$ cat config.mk
export PLATFORM = sky130hd
export DESIGN_NAME = osd_spi_master
export DESIGN_NICKNAME = d
export VERILOG_FILES = /design/src/rtl/osd_spi_master.sv
export SDC_FILE = /design/constraint.sdc
export NUM_CORES = 1
export LEC_CHECK = 0
export BUFFER_PORTS_ARGS = -buffer_cell sky130_fd_sc_hd__clkbuf_2
export CAP_MARGIN = 20
export CORE_MARGIN = 2
export CORE_UTILIZATION = 40
export CTS_BUF_LIST = sky130_fd_sc_hd__clkbuf_2
export CTS_CLUSTER_SIZE = 16
export DETAILED_ROUTE_END_ITERATION = 6
export GPL_ROUTABILITY_DRIVEN = 1
export GPL_TIMING_DRIVEN = 1
export SLEW_MARGIN = 20
export SYNTH_ARGS = -nofsm -noshare
export SYNTH_HDL_FRONTEND = slang
export SYNTH_SLANG_ARGS = --single-unit
$ cat constraint.sdc
create_clock -name clk_sys -period 2.2 [get_ports clk_sys]
set_input_delay 0.22 -clock clk_sys [delete_from_list [all_inputs] [get_ports clk_sys]]
set_output_delay 0.22 -clock clk_sys [all_outputs]
set_load 0.02 [all_outputs]
$ cat src/rtl/osd_spi_master.sv
// osd_spi_master: on-chip SPI command source for the OSD port.
// Sends enable/disable bytes and 256-byte line writes, MSB first.
module osd_spi_master #(
   parameter int CLK_DIV = 4,
   parameter int SS_GAP  = 8
) (
   input  logic       clk_sys,
   input  logic       reset_n,
   input  logic       cmd_valid,
   output logic       cmd_ready,
   input  logic       cmd_write,
   input  logic [2:0] cmd_arg,
   input  logic [7:0] data,
   input  logic       data_valid,
   output logic       data_ready,
   output logic       SPI_SCK,
   output logic       SPI_SS3,
   output logic       SPI_DI,
   output logic       busy,
   output logic       done
);

   typedef enum logic [2:0] {
      IDLE, SETUP, HIGH, LOW, LOAD, TAIL, GAP, DONE
   } state_t;

   localparam logic [7:0] DIV_M1 = 8'(CLK_DIV - 1);
   localparam logic [7:0] GAP_M1 = 8'(SS_GAP - 1);

   state_t     state;
   logic [7:0] shift;
   logic [7:0] cnt;
   logic [2:0] bits;
   logic [8:0] bytes;
   logic       is_write;
   logic [7:0] cmd_byte;

   assign cmd_byte = cmd_write ? {5'b00100, cmd_arg}
                               : {7'b0100000, cmd_arg[0]};

   always_ff @(posedge clk_sys or negedge reset_n) begin
      if (!reset_n) begin
         state      <= IDLE;
         shift      <= '0;
         cnt        <= '0;
         bits       <= '0;
         bytes      <= '0;
         is_write   <= 1'b0;
         SPI_SCK    <= 1'b0;
         SPI_SS3    <= 1'b1;
         SPI_DI     <= 1'b0;
         cmd_ready  <= 1'b1;
         data_ready <= 1'b0;
         busy       <= 1'b0;
         done       <= 1'b0;
      end else begin
         done <= 1'b0;
         unique case (state)
            IDLE: begin
               if (cmd_valid) begin
                  shift     <= cmd_byte;
                  SPI_DI    <= cmd_byte[7];
                  is_write  <= cmd_write;
                  bytes     <= '0;
                  bits      <= 3'd7;
                  cnt       <= DIV_M1;
                  SPI_SS3   <= 1'b0;
                  cmd_ready <= 1'b0;
                  busy      <= 1'b1;
                  state     <= SETUP;
               end
            end
            SETUP, LOW: begin
               if (cnt == 8'd0) begin
                  SPI_SCK <= 1'b1;
                  cnt     <= DIV_M1;
                  state   <= HIGH;
               end else begin
                  cnt <= cnt - 8'd1;
               end
            end
            HIGH: begin
               if (cnt != 8'd0) begin
                  cnt <= cnt - 8'd1;
               end else begin
                  SPI_SCK <= 1'b0;
                  cnt     <= DIV_M1;
                  if (bits != 3'd0) begin
                     bits   <= bits - 3'd1;
                     shift  <= {shift[6:0], 1'b0};
                     SPI_DI <= shift[6];
                     state  <= LOW;
                  end else if (is_write && !bytes[8]) begin
                     data_ready <= 1'b1;
                     state      <= LOAD;
                  end else begin
                     state <= TAIL;
                  end
               end
            end
            // The accepted byte gets a full low phase before its first rise.
            LOAD: begin
               if (data_valid) begin
                  shift      <= data;
                  SPI_DI     <= data[7];
                  bits       <= 3'd7;
                  bytes      <= bytes + 9'd1;
                  cnt        <= DIV_M1;
                  data_ready <= 1'b0;
                  state      <= SETUP;
               end
            end
            TAIL: begin
               if (cnt == 8'd0) begin
                  SPI_SS3 <= 1'b1;
                  cnt     <= GAP_M1;
                  state   <= GAP;
               end else begin
                  cnt <= cnt - 8'd1;
               end
            end
            GAP: begin
               if (cnt == 8'd0) begin
                  done  <= 1'b1;
                  state <= DONE;
               end else begin
                  cnt <= cnt - 8'd1;
               end
            end
            DONE: begin
               busy      <= 1'b0;
               cmd_ready <= 1'b1;
               state     <= IDLE;
            end
         endcase
      end
   end

endmodule

==> impl_results.md, run 1 <==
* Leak at between 1 and 1.5 nW
* Ratio of cells with drive above 1 in the final layout at between 20% and 30%
* Vias in the first global route at 1573
* DP Cell Count at around 300
* Post-synth top area cell: dfrtp_1
* CTS tree: yes
* Hold crit path type: in2reg
* Minimum clock period at roughly 2 ns
* Root Buffer: clkbuf_2
* Clk_lat worst skew at ~0.40 ns
* Total global routing overflow at 0
* Outcome: complete, no violations
* Register area share after synthesis at a little under half
* Crit Path Class: reg2reg
* Critical-path top delay cell: dfrtp_1
* Mean post-synth cell area at a little over 10 sq um
* Worst-path maximum fanout at 10
* FMAX at 514 MHz
* Synth async-reset ratio at between 90% and 100%
* CP max stage delay at 0.53 ns
* Largest net degree at the start of global routing at 21
* First-pass GRT wire length at ~7300 microns
* Post-Synth Simple-Gate Area at 20.2%
* Slew @ Worst Pin at about 0.52 ns
* Dpl hpwl at between 3000 and 4000 microns
* Post-Synth Adder-Cell Area at around 3%
* RSZ-0062 raised after global routing: false
* Drt first pass iters at 4
* Crit path from: state[0]
* Top cells by count, synth: dfrtp_1, nand2_1, nor2_1, o21ai_0, a21oi_1
* Synth top area share at between 40% and 50%
* Slew Limit Fails at 0
* Reg clk slew, reported paths at ~0.18 ns
* DR WL/cell at roughly 13 microns
* Final net count at approximately 260
* Routability cong. at between 0.7 and 0.8
* Initial antenna violation count at 0
* CP bufs+invs at 1
* Yosys warnings at 0
* Number of flops mapped to enable cells by yosys at 0
* Port Buf Inserts at 22
* Xor and xnor area share after synthesis at approximately 3%
* Req. time, crit path at between 2 and 3 ns
* Met2 Use GR at 23.0%
* Synth unique cells at between 50 and 60
* ANT nets after route at 0
* Worst hold slack at 0.116 ns
* Main synth FF type: dfrtp_1
* Global routing usage on met3 at 3.67%
* PwrDens at 885 nW/um^2
* Reg2reg start: state[0]
* # H-tree levels at 2
* Setup slack after layout at 0.255 ns
* Clock tree buffer depth at 2
* CP Data Arrival Time at 2.25 ns
* I/O pin count at 23
* Synth top area cells: dfrtp_1, nand2_1, nor2_1
* Place WS at between 0.15 and 0.2 ns
* GR peak layer: met2
* Worst vdd ir at between 400 and 500 uV
* Standard-cell rows at 26
* Die area at 5810 sq um
* Area delta synth->final at 18.3%
* Post-synthesis net count at roughly 220
* CTS buffer count at 5
* Setup_tns at 0 ns
* Non-Filler Instances at between 300 and 400
* Endpoint class of the critical path: register
* # diodes at 0
* Layout Skew at about 0.018 ns
* Fill count at 496
* Final Hold Viols at 0
* WL final at 4200 microns
* Via-to-Cell Ratio at between 5 and 6
* Setup crit start kind: register
* Core Area at just over 5000 sq um
* Die X at ~76 microns
* Max Cap Violations at 0
* Largest family of logic cells by synthesized area: simple AND/OR/NAND/NOR gates
* Multiplexer share of the synthesized area at about 5.8%
* Count leader, synth: dfrtp_1
* Die H at roughly 76 microns
* Post-Syn Instances at about 200
* Initial Utilization at 41.1%
* Final setup viols at 0
* Number of remaining DRC errors at 0
* Initial DRC count at 56
* Tcrit/Tclk final at about nine tenths
* CTS Sinks at 38
* Synth Area in Compound Gates at 18.2%
* Syn Std Cell Area at between 2000 and 2500 sq um
* DR vias at 1628
* Hold Startpoint: cmd_arg[2]
* Flop2flop setup slack at approximately 0.25 ns
* Post-synthesis register bit count at 38
* Met1 usage in global routing at between 20% and 30%
* Normalized max-slew margin at 65.3%
* Crit-path leading delay family: flip-flops
* Critical path cell sequence: buf_4 -> nor4bb_2 -> nor2_1 -> o21ai_4 -> mux2_2
* Total global-route track usage at about 16%
-- power breakdown --
group | total (mW) | leakage (nW) | switching (mW) | internal [mW]
clock network | 0.540 | 0.0506 | 0.238 | 0.303
registers | 0.945 | 0.475 | 0.128 | 0.817
logic | 0.700 | 0.650 | 0.362 | 0.338
total | 2.19 | 1.17 | 0.727 | 1.46
-- what timing repair did --
action | 4_1_cts | 5_1_grt
resized for setup | 0 | 1
setup buffers | 0 | 0
hold endpoints to repair | 17 | 1
endpoints found under the setup margin | 0 | 7
hold buffers | 1 | 1
-- flip-flops by register name (all words and copies together), names as in the netlist --
signal      flops
cnt             8
data_ready      1
cmd_ready       1
busy            1
is_write        1
SPI_SCK         1
done            1
state           3
bytes           9
bits            3
SPI_DI          1
shift           7
SPI_SS3         1
-- logic make-up after synthesis --
kind of cell	count (synthesis)
mux	11
fa+ha+maj	5
xor+xnor	7
simple gates	74
compound gates	50
buf+inv	17
flops	38
-- layout make-up --
| class | instances | area, sq um | area share, % |
|---|---|---|---|
| clock buffers | 5 | 25.0 | 1.01 |
| flip-flops and latches | 38 | 953 | 38.6 |
| clock inverters | 3 | 63.8 | 2.58 |
| well taps | 70 | 87.6 | 3.55 |
| inverters | 6 | 22.5 | 0.912 |
| multi-input cells | 147 | 1050 | 42.6 |
| repair buffers | 42 | 265 | 10.7 |
-- worst reg2reg max path: stages (launching register included) --
cell and delay [ns]:
dfrtp_1 0.53, buf_4 0.21, nor4bb_2 0.34, nor2_1 0.19
o21ai_4 0.20, mux2_2 0.38
-- path summary, 6_finish.rpt --
path,to,depth (start not counted)
setup reg to reg,shift[0],5
setup / recovery,shift[0],5
max in group asynchronous,cmd_ready,3
min in group asynchronous,bytes[3],2
hold reg to reg,is_write,2
hold / removal,shift[2],3
-- metrics by stage --
stage	power [mW]	util, %	cell area [sq um]
final	2.19	48.6	2470
after global routing	2.33	48.6	2470
after CTS	2.21	48.3	2450
after detailed placement	1.66	46.4	2350
after global placement	1.64	46.4	2350
after floorplan	1.40	-	2090
-- metal layers --
layer	part of all wire (%)	vias up	wire, microns
li1	-	817	-
met1	53	776	2230
met2	42	29	1770
met3	3.3	6	138
met4	1.3	0	54
met5	0	-	0
-- layout by cell type, fill, tap and decap left out, types with 2 or more instances in the layout --
| cell type | count |
|---|---|
| nor3b_2 | 2 |
| mux2i_1 | 3 |
| nor3_1 | 3 |
| or3_1 | 2 |
| buf_4 | 18 |
| nor4bb_1 | 2 |
| a22o_1 | 7 |
| nand2_1 | 21 |
| o2111ai_1 | 2 |
| xnor2_1 | 3 |
| mux2_2 | 5 |
| nor4b_1 | 2 |
| nor3b_1 | 3 |
| a21o_1 | 2 |
| and3_1 | 4 |
| a211oi_2 | 2 |
| a222oi_1 | 2 |
| mux2_1 | 3 |
| dfrtp_1 | 36 |
| a21oi_1 | 8 |
| inv_1 | 6 |
| dlygate4sd3_1 | 2 |
| nor2_1 | 17 |
| a221o_1 | 4 |
| nand3_1 | 4 |
| dfstp_2 | 2 |
| clkbuf_2 | 27 |
| ha_1 | 5 |
| bufinv_16 | 2 |
| a211oi_1 | 3 |
| xor2_1 | 4 |
| nor2b_1 | 2 |
| o21ai_0 | 10 |
| nand2b_1 | 4 |
| o21a_1 | 2 |
No activity file was read; power rests on OpenSTA's default activity.
==> inputs of run 2 (changes only) <==
--- a/config.mk
+++ b/config.mk
@@ -8,11 +8,10 @@
 export BUFFER_PORTS_ARGS = -buffer_cell sky130_fd_sc_hd__clkbuf_2
 export CAP_MARGIN = 20
 export CORE_MARGIN = 2
-export CORE_UTILIZATION = 40
+export CORE_UTILIZATION = 45
 export CTS_BUF_LIST = sky130_fd_sc_hd__clkbuf_2
 export CTS_CLUSTER_SIZE = 16
 export DETAILED_ROUTE_END_ITERATION = 6
-export GPL_ROUTABILITY_DRIVEN = 1
 export GPL_TIMING_DRIVEN = 1
 export SLEW_MARGIN = 20
 export SYNTH_ARGS = -nofsm -noshare
==> run 2 against run 1 <==
Die area is 11% lower. Sequential share of layout area is 1.2 points higher. Clock skew is 0.0061 ns higher. Global-route usage is 2.5 points higher. First-iteration DRC count is 55% higher. Largest power group unchanged. Highest routed layer unchanged.
==> impl_results.md, run 2 (synthesis results as in run 1) <==
* Largest regs: bytes x9, cnt x8, shift x7 (unchanged)
* Total global-route track usage at 18.1% (was 15.6%)
* Critical path cell sequence: inv_1 -> ha_1 -> nor3b_2 -> buf_4 -> nand2_2 -> o21ai_4 -> buf_12 -> mux2_2 (was buf_4 -> nor4bb_2 -> nor2_1 -> o21ai_4 -> mux2_2)
* Initial antenna violation count at 0 (unchanged)
* Multi-input gate area at 1060 sq um (was 1050 sq um)
* Hold crit path type: in2reg (unchanged)
* Setup crit start kind: register (unchanged)
* R2R depth at 8 (was 5)
* Die H at 72.1 microns (was 76.2 microns)
* Core Area at 4410 sq um (was 5070 sq um)
* Number of remaining DRC errors at 0 (unchanged)
* Clk_lat worst skew at 0.39 ns (was 0.40 ns)
* R2R Path End: shift[6] (was shift[0])
* Final core utilization at 54.3% (was 48.6%)
* Largest net degree at the start of global routing at 39 (was 21)
* Initial DRC count at 87 (was 56)
* Standard-cell rows at 24 (was 26)
* Req. time, crit path at 2.47 ns (was 2.51 ns)
* Ratio of cells with drive above 1 in the final layout at 26.5% (was 26.1%)
* CP max stage delay at 0.43 ns (was 0.53 ns)
* Reg2reg start: cnt[1] (was state[0])
* CTS Sinks at 38 (unchanged)
* Via-to-Cell Ratio at 5.64 (was 5.23)
* P_sw at 740 uW (was 727 uW)
* Normalized max-slew margin at 62.3% (was 65.3%)
* Flop2flop setup slack at 0.18 ns (was 0.25 ns)
* Die area at 5200 sq um (was 5810 sq um)
* Reg with most FFs: bytes (unchanged)
* Crit Path Class: reg2reg (unchanged)
* Final setup viols at 0 (unchanged)
* Worst vdd ir at 467 uV (was 459 uV)
* Endpoint class of the critical path: register (unchanged)
* Max Cap Violations at 0 (unchanged)
* Hold path depth at 3 (unchanged)
* Commonest non-fill, non-tap cells in the layout: dfrtp_1, clkbuf_2, nand2_1 (unchanged)
* Critical-path top delay cell: dfrtp_1 (unchanged)
* Worst hold slack at 0.0401 ns (was 0.116 ns)
* Setup slack after layout at 0.182 ns (was 0.255 ns)
* CTS buffer count at 5 (unchanged)
* ANT nets after route at 0 (unchanged)
* Outcome: complete, no violations (unchanged)
* Setup_tns at 0 ns (unchanged)
* Area delta synth->final at 14.7% (was 18.3%)
* FMAX at 495 MHz (was 514 MHz)
* # H-tree levels at 2 (unchanged)
* Routability cong. at 0.819 (was 0.767)
* Final Hold Viols at 0 (unchanged)
* Hold Startpoint: cmd_write (was cmd_arg[2])
* Clock tree buffer depth at 2 (unchanged)
* Dpl hpwl at 3070 microns (was 3020 microns)
* PwrDens at 826 nW/um^2 (was 885 nW/um^2)
* Combinational Power Share at 38.0% (was 32.0%)
* Internal at 1.24 mW (was 1.46 mW)
* Sequential Area at 953 sq um (unchanged)
* I/O pin count at 23 (unchanged)
* Fill count at 393 (was 496)
* CTS tree: yes (unchanged)
* Total global routing overflow at 0 (unchanged)
* RSZ-0062 raised after global routing: false (unchanged)
* Final net count at 258 (was 261)
* Net Sw Frac at 37.4% (was 33.3%)
* Flop pwr share at 46.5% (was 43.2%)
* Slew @ Worst Pin at 0.565 ns (was 0.521 ns)
* Max reg flops at 9 (unchanged)
* Layout Skew at 0.0240 ns (was 0.0180 ns)
* Die X at 72.1 microns (was 76.2 microns)
* Clock power frac at 15.6% (was 24.7%)
* Root Buffer: clkbuf_2 (unchanged)
* Slew Limit Fails at 0 (unchanged)
* Port Buf Inserts at 22 (unchanged)
* Initial Utilization at 47.3% (was 41.1%)
* Drt first pass iters at 4 (unchanged)
* DR vias at 1636 (was 1628)
* First-pass GRT wire length at 7410 microns (was 7350 microns)
* Vias in the first global route at 1618 (was 1573)
* Tcrit/Tclk final at 91.7% (was 88.4%)
* DR WL/cell at 14.9 microns (was 13.5 microns)
* Minimum clock period at 2.02 ns (was 1.95 ns)
* # diodes at 0 (unchanged)
* Most common cell after layout, fill and taps aside: dfrtp_1 (unchanged)
* WL final at 4320 microns (was 4200 microns)
* Worst Hold End: is_write (was shift[2])
* Leak at 1.15 nW (was 1.17 nW)
* Tot Pwr at 1.98 mW (was 2.19 mW)
* Reg clk slew, reported paths at 0.20 ns (was 0.18 ns)
* CP Data Arrival Time at 2.29 ns (was 2.25 ns)
* Place WS at 0.0734 ns (was 0.177 ns)
* Worst-path maximum fanout at 10 (unchanged)
run 2: layer usage:
layer  wire length (microns)  vias up  global-route usage, %
li1                        -      805                      -
met1                    1970      791                   22.5
met2                    2110       33                   30.9
met3                     177        7                   4.58
met4                      58        0                   5.45
met5                       0        -                      0
run 2: per-stage QoR:
| step | cells | area, sq um |
|---|---|---|
| 2_1_floorplan | 202 | 2090 |
| 4_1_cts | 289 | 2360 |
| 5_1_grt | 290 | 2390 |
| 3_5_place_dp | 280 | 2310 |
| 3_3_place_gp | 280 | 2310 |
| 6_report | 290 | 2390 |
run 2: final cells by class:
class / count / area share, %
repair buffers: 39 / 10.6
well taps: 52 / 2.72
clock inverters: 2 / 0.366
flip-flops and latches: 38 / 39.8
multi-input cells: 147 / 44.4
clock buffers: 6 / 1.25
inverters: 6 / 0.940
run 2: critical path, delay by kind of cell (launching register included):
kind,cells,cell delay [ns]
muxes,1,0.33
and+or+nand+nor,2,0.35
adders and majority gates,1,0.17
DFF,1,0.43
AOI/OAI and AO/OA,1,0.20
buffers and inverters,3,0.42
run 2: timing repair:
item | CTS | global route
hold buffers | 1 | 0
setup endpoints to repair | 1 | 8
endpoints found under the hold margin | 36 | 0
gates resized for setup | 1 | 2
pin swaps | 0 | 1
setup buffers | 0 | 1
run 2: worst max-delay path by stage:
stage	from	end	slack, ns
after detailed placement	cnt[1]	cnt[3]	0.07
final	cnt[1]	shift[6]	0.18
after global routing	cnt[3]	shift[6]	0.09
after CTS	cnt[1]	shift[6]	0.01
after global placement	cnt[1]	cnt[3]	0.18
after floorplan	cnt[0]	bits[0]	0.32
run 2: power groups by stage:
stage | Sequential [mW] | Clock (mW) | Combinational, mW
3_3_place_gp | 0.923 | 0 | 0.678
6_report | 0.919 | 0.308 | 0.751
4_1_cts | 0.917 | 0.321 | 0.718
3_5_place_dp | 0.930 | 0 | 0.703
2_1_floorplan | 0.923 | 0 | 0.481
5_1_grt | 0.938 | 0.359 | 0.834
==> inputs of run 3 (changes only) <==
==> constraint.sdc (replaced) <==
create_clock -name clk_sys -period 2.2 [get_ports clk_sys]
set_input_delay 0.44 -clock clk_sys [delete_from_list [all_inputs] [get_ports clk_sys]]
set_output_delay 0.44 -clock clk_sys [all_outputs]
set_load 0.02 [all_outputs]
==> run 3 against run 2 <==
Die area did not move. Maximum frequency fell by 0.14%. Sequential power barely moved. Critical path depth did not move. Worst setup slack got worse by 0.0028 ns. Flip-flop and latch count did not move. Clock power barely moved. Final cell count fell by 0.34%. Non-clock buffer count fell by 1. Largest cell class unchanged. Highest routed layer unchanged.
==> impl_results.md, run 3 (synthesis results as in run 1) <==
* Place WS at 0.0734 ns (unchanged)
* Vias in the first global route at 1618 (unchanged)
* FMAX at 495 MHz (about the same)
* Req. time, crit path at 2.47 ns (about the same)
* Reg with most FFs: bytes (unchanged)
* # diodes at 0 (unchanged)
* ANT nets after route at 0 (unchanged)
* Tcrit/Tclk final at 91.9% (was 91.7%)
* Total global routing overflow at 0 (unchanged)
* CP max stage delay at 0.43 ns (about the same)
* Crit. path cell count at 8 (unchanged)
* Crit-path leading delay family: flip-flops (unchanged)
* Die H at 72.1 microns (unchanged)
* Max reg flops at 9 (unchanged)
* Minimum clock period at 2.02 ns (about the same)
* Standard-cell rows at 24 (unchanged)
* Flop2flop setup slack at 0.18 ns (about the same)
* Commonest non-fill, non-tap cells in the layout: dfrtp_1, clkbuf_2, nand2_1 (unchanged)
* Layout Skew at 0.0239 ns (was 0.0240 ns)
* I/O pin count at 23 (unchanged)
* Critical-path top delay cell: dfrtp_1 (unchanged)
* Clock tree buffer depth at 2 (unchanged)
* Multi-input gate area at 1060 sq um (unchanged)
* Ratio of cells with drive above 1 in the final layout at 26.6% (was 26.5%)
* DR WL/cell at 14.9 microns (about the same)
* Port Buf Inserts at 22 (unchanged)
* Hold crit path type: in2async (was in2reg)
* Clk_lat worst skew at 0.39 ns (about the same)
* Total global-route track usage at 18.1% (unchanged)
* Critical path cell sequence: inv_1 -> ha_1 -> nor3b_2 -> buf_4 -> nand2_2 -> o21ai_4 -> buf_12 -> mux2_2 (unchanged)
* PwrDens at 828 nW/um^2 (was 826 nW/um^2)
* Fill count at 395 (was 393)
* RSZ-0062 raised after global routing: false (unchanged)
* Root Buffer: clkbuf_2 (unchanged)
* Max Cap Violations at 0 (unchanged)
* Core Area at 4410 sq um (unchanged)
* Die X at 72.1 microns (unchanged)
* Largest net degree at the start of global routing at 39 (unchanged)
* Crit Path Class: reg2reg (unchanged)
* Crit path from: cnt[1] (unchanged)
* Worst-path maximum fanout at 10 (unchanged)
* Tot Pwr at 1.97 mW (was 1.98 mW)
* Initial Utilization at 47.3% (unchanged)
* Worst setup path endpoint: shift[6] (unchanged)
* R2R Path End: shift[6] (unchanged)
* CTS Sinks at 38 (unchanged)
* Setup slack after layout at 0.179 ns (was 0.182 ns)
* Outcome: complete, no violations (unchanged)
* Slew Limit Fails at 0 (unchanged)
* CP bufs+invs at 3 (unchanged)
* Leak at 1.14 nW (was 1.15 nW)
* Number of remaining DRC errors at 0 (unchanged)
* Initial DRC count at 106 (was 87)
* Area delta synth->final at 14.3% (was 14.7%)
* Drt first pass iters at 4 (unchanged)
* Final Hold Viols at 0 (unchanged)
* Initial antenna violation count at 0 (unchanged)
* First-pass GRT wire length at 7410 microns (unchanged)
* Final net count at 257 (was 258)
* DR vias at 1629 (was 1636)
* Final setup viols at 0 (unchanged)
* Dpl cell area at 2310 sq um (unchanged)
* R2R depth at 8 (unchanged)
* Reg clk slew, reported paths at 0.20 ns (about the same)
* Reg2reg start: cnt[1] (unchanged)
* Largest regs: bytes x9, cnt x8, shift x7 (unchanged)
* Design Area, Final at 2380 sq um (was 2390 sq um)
* CTS buffer count at 5 (unchanged)
* CTS tree: yes (unchanged)
* Most common cell after layout, fill and taps aside: dfrtp_1 (unchanged)
* # H-tree levels at 2 (unchanged)
* Setup crit start kind: register (unchanged)
* Routability cong. at 0.819 (unchanged)
* CP Data Arrival Time at 2.29 ns (about the same)
* Normalized max-slew margin at 62.1% (was 62.3%)
* Dpl hpwl at 3070 microns (unchanged)
* Worst vdd ir at 467 uV (about the same)
* Slew @ Worst Pin at 0.567 ns (was 0.565 ns)
* Die area at 5200 sq um (unchanged)
* Setup_tns at 0 ns (unchanged)
* Endpoint class of the critical path: register (unchanged)
* Via-to-Cell Ratio at 5.64 (about the same)
* WL final at 4320 microns (about the same)
* Sequential Area at 953 sq um (unchanged)
run 3: worst min-delay path by stage:
stage	from	end	slack, ns	depth (start not counted)
final	reset_n	cnt[7]	0.06	2
after global routing	reset_n	cnt[7]	0.05	2
after CTS	reset_n	cnt[7]	0.07	2
after detailed placement	is_write	is_write	0.46	2
after global placement	is_write	is_write	0.47	2
after floorplan	reset_n	SPI_DI	0.14	0
run 3: report_power, final:
group	leakage, nW	internal [mW]	total (mW)	switching (mW)
Sequential	0.475	0.818	0.919	0.101
Combinational	0.640	0.340	0.749	0.409
Clock	0.0304	0.0782	0.306	0.228
Total	1.14	1.24	1.97	0.738
run 3: cell type report:
type,count,area share (%)
well taps,52,2.73
repair buffers,38,10.2
multi-input cells,147,44.5
clock inverters,2,0.367
clock buffers,6,1.26
flip-flops and latches,38,40.0
inverters,6,0.944
run 3: routing by layer:
metal	up-vias	wire length (microns)	track usage, %
met4	0	59	5.45
met5	-	0	0
met1	788	2010	22.5
li1	803	-	-
met3	9	161	4.58
met2	29	2090	30.9
run 3: repair_timing:
action / in CTS / in global routing
gates resized for setup: 1 / 2
setup buffers: 0 / 1
endpoints found under the setup margin: 1 / 8
pin swaps: 0 / 1
hold buffers: 0 / 0
hold endpoints to repair: 0 / 0
run 3: per-stage QoR:
step | hold slack [ns] | std cells | utilization, %
final | 0.0615 | 289 | 54.0
after global routing | 0.0546 | 289 | 54.0
after CTS | 0.0669 | 288 | 53.3
after detailed placement | 0.464 | 280 | 52.3
after global placement | 0.467 | 280 | 52.3
after floorplan | 0.144 | 202 | -
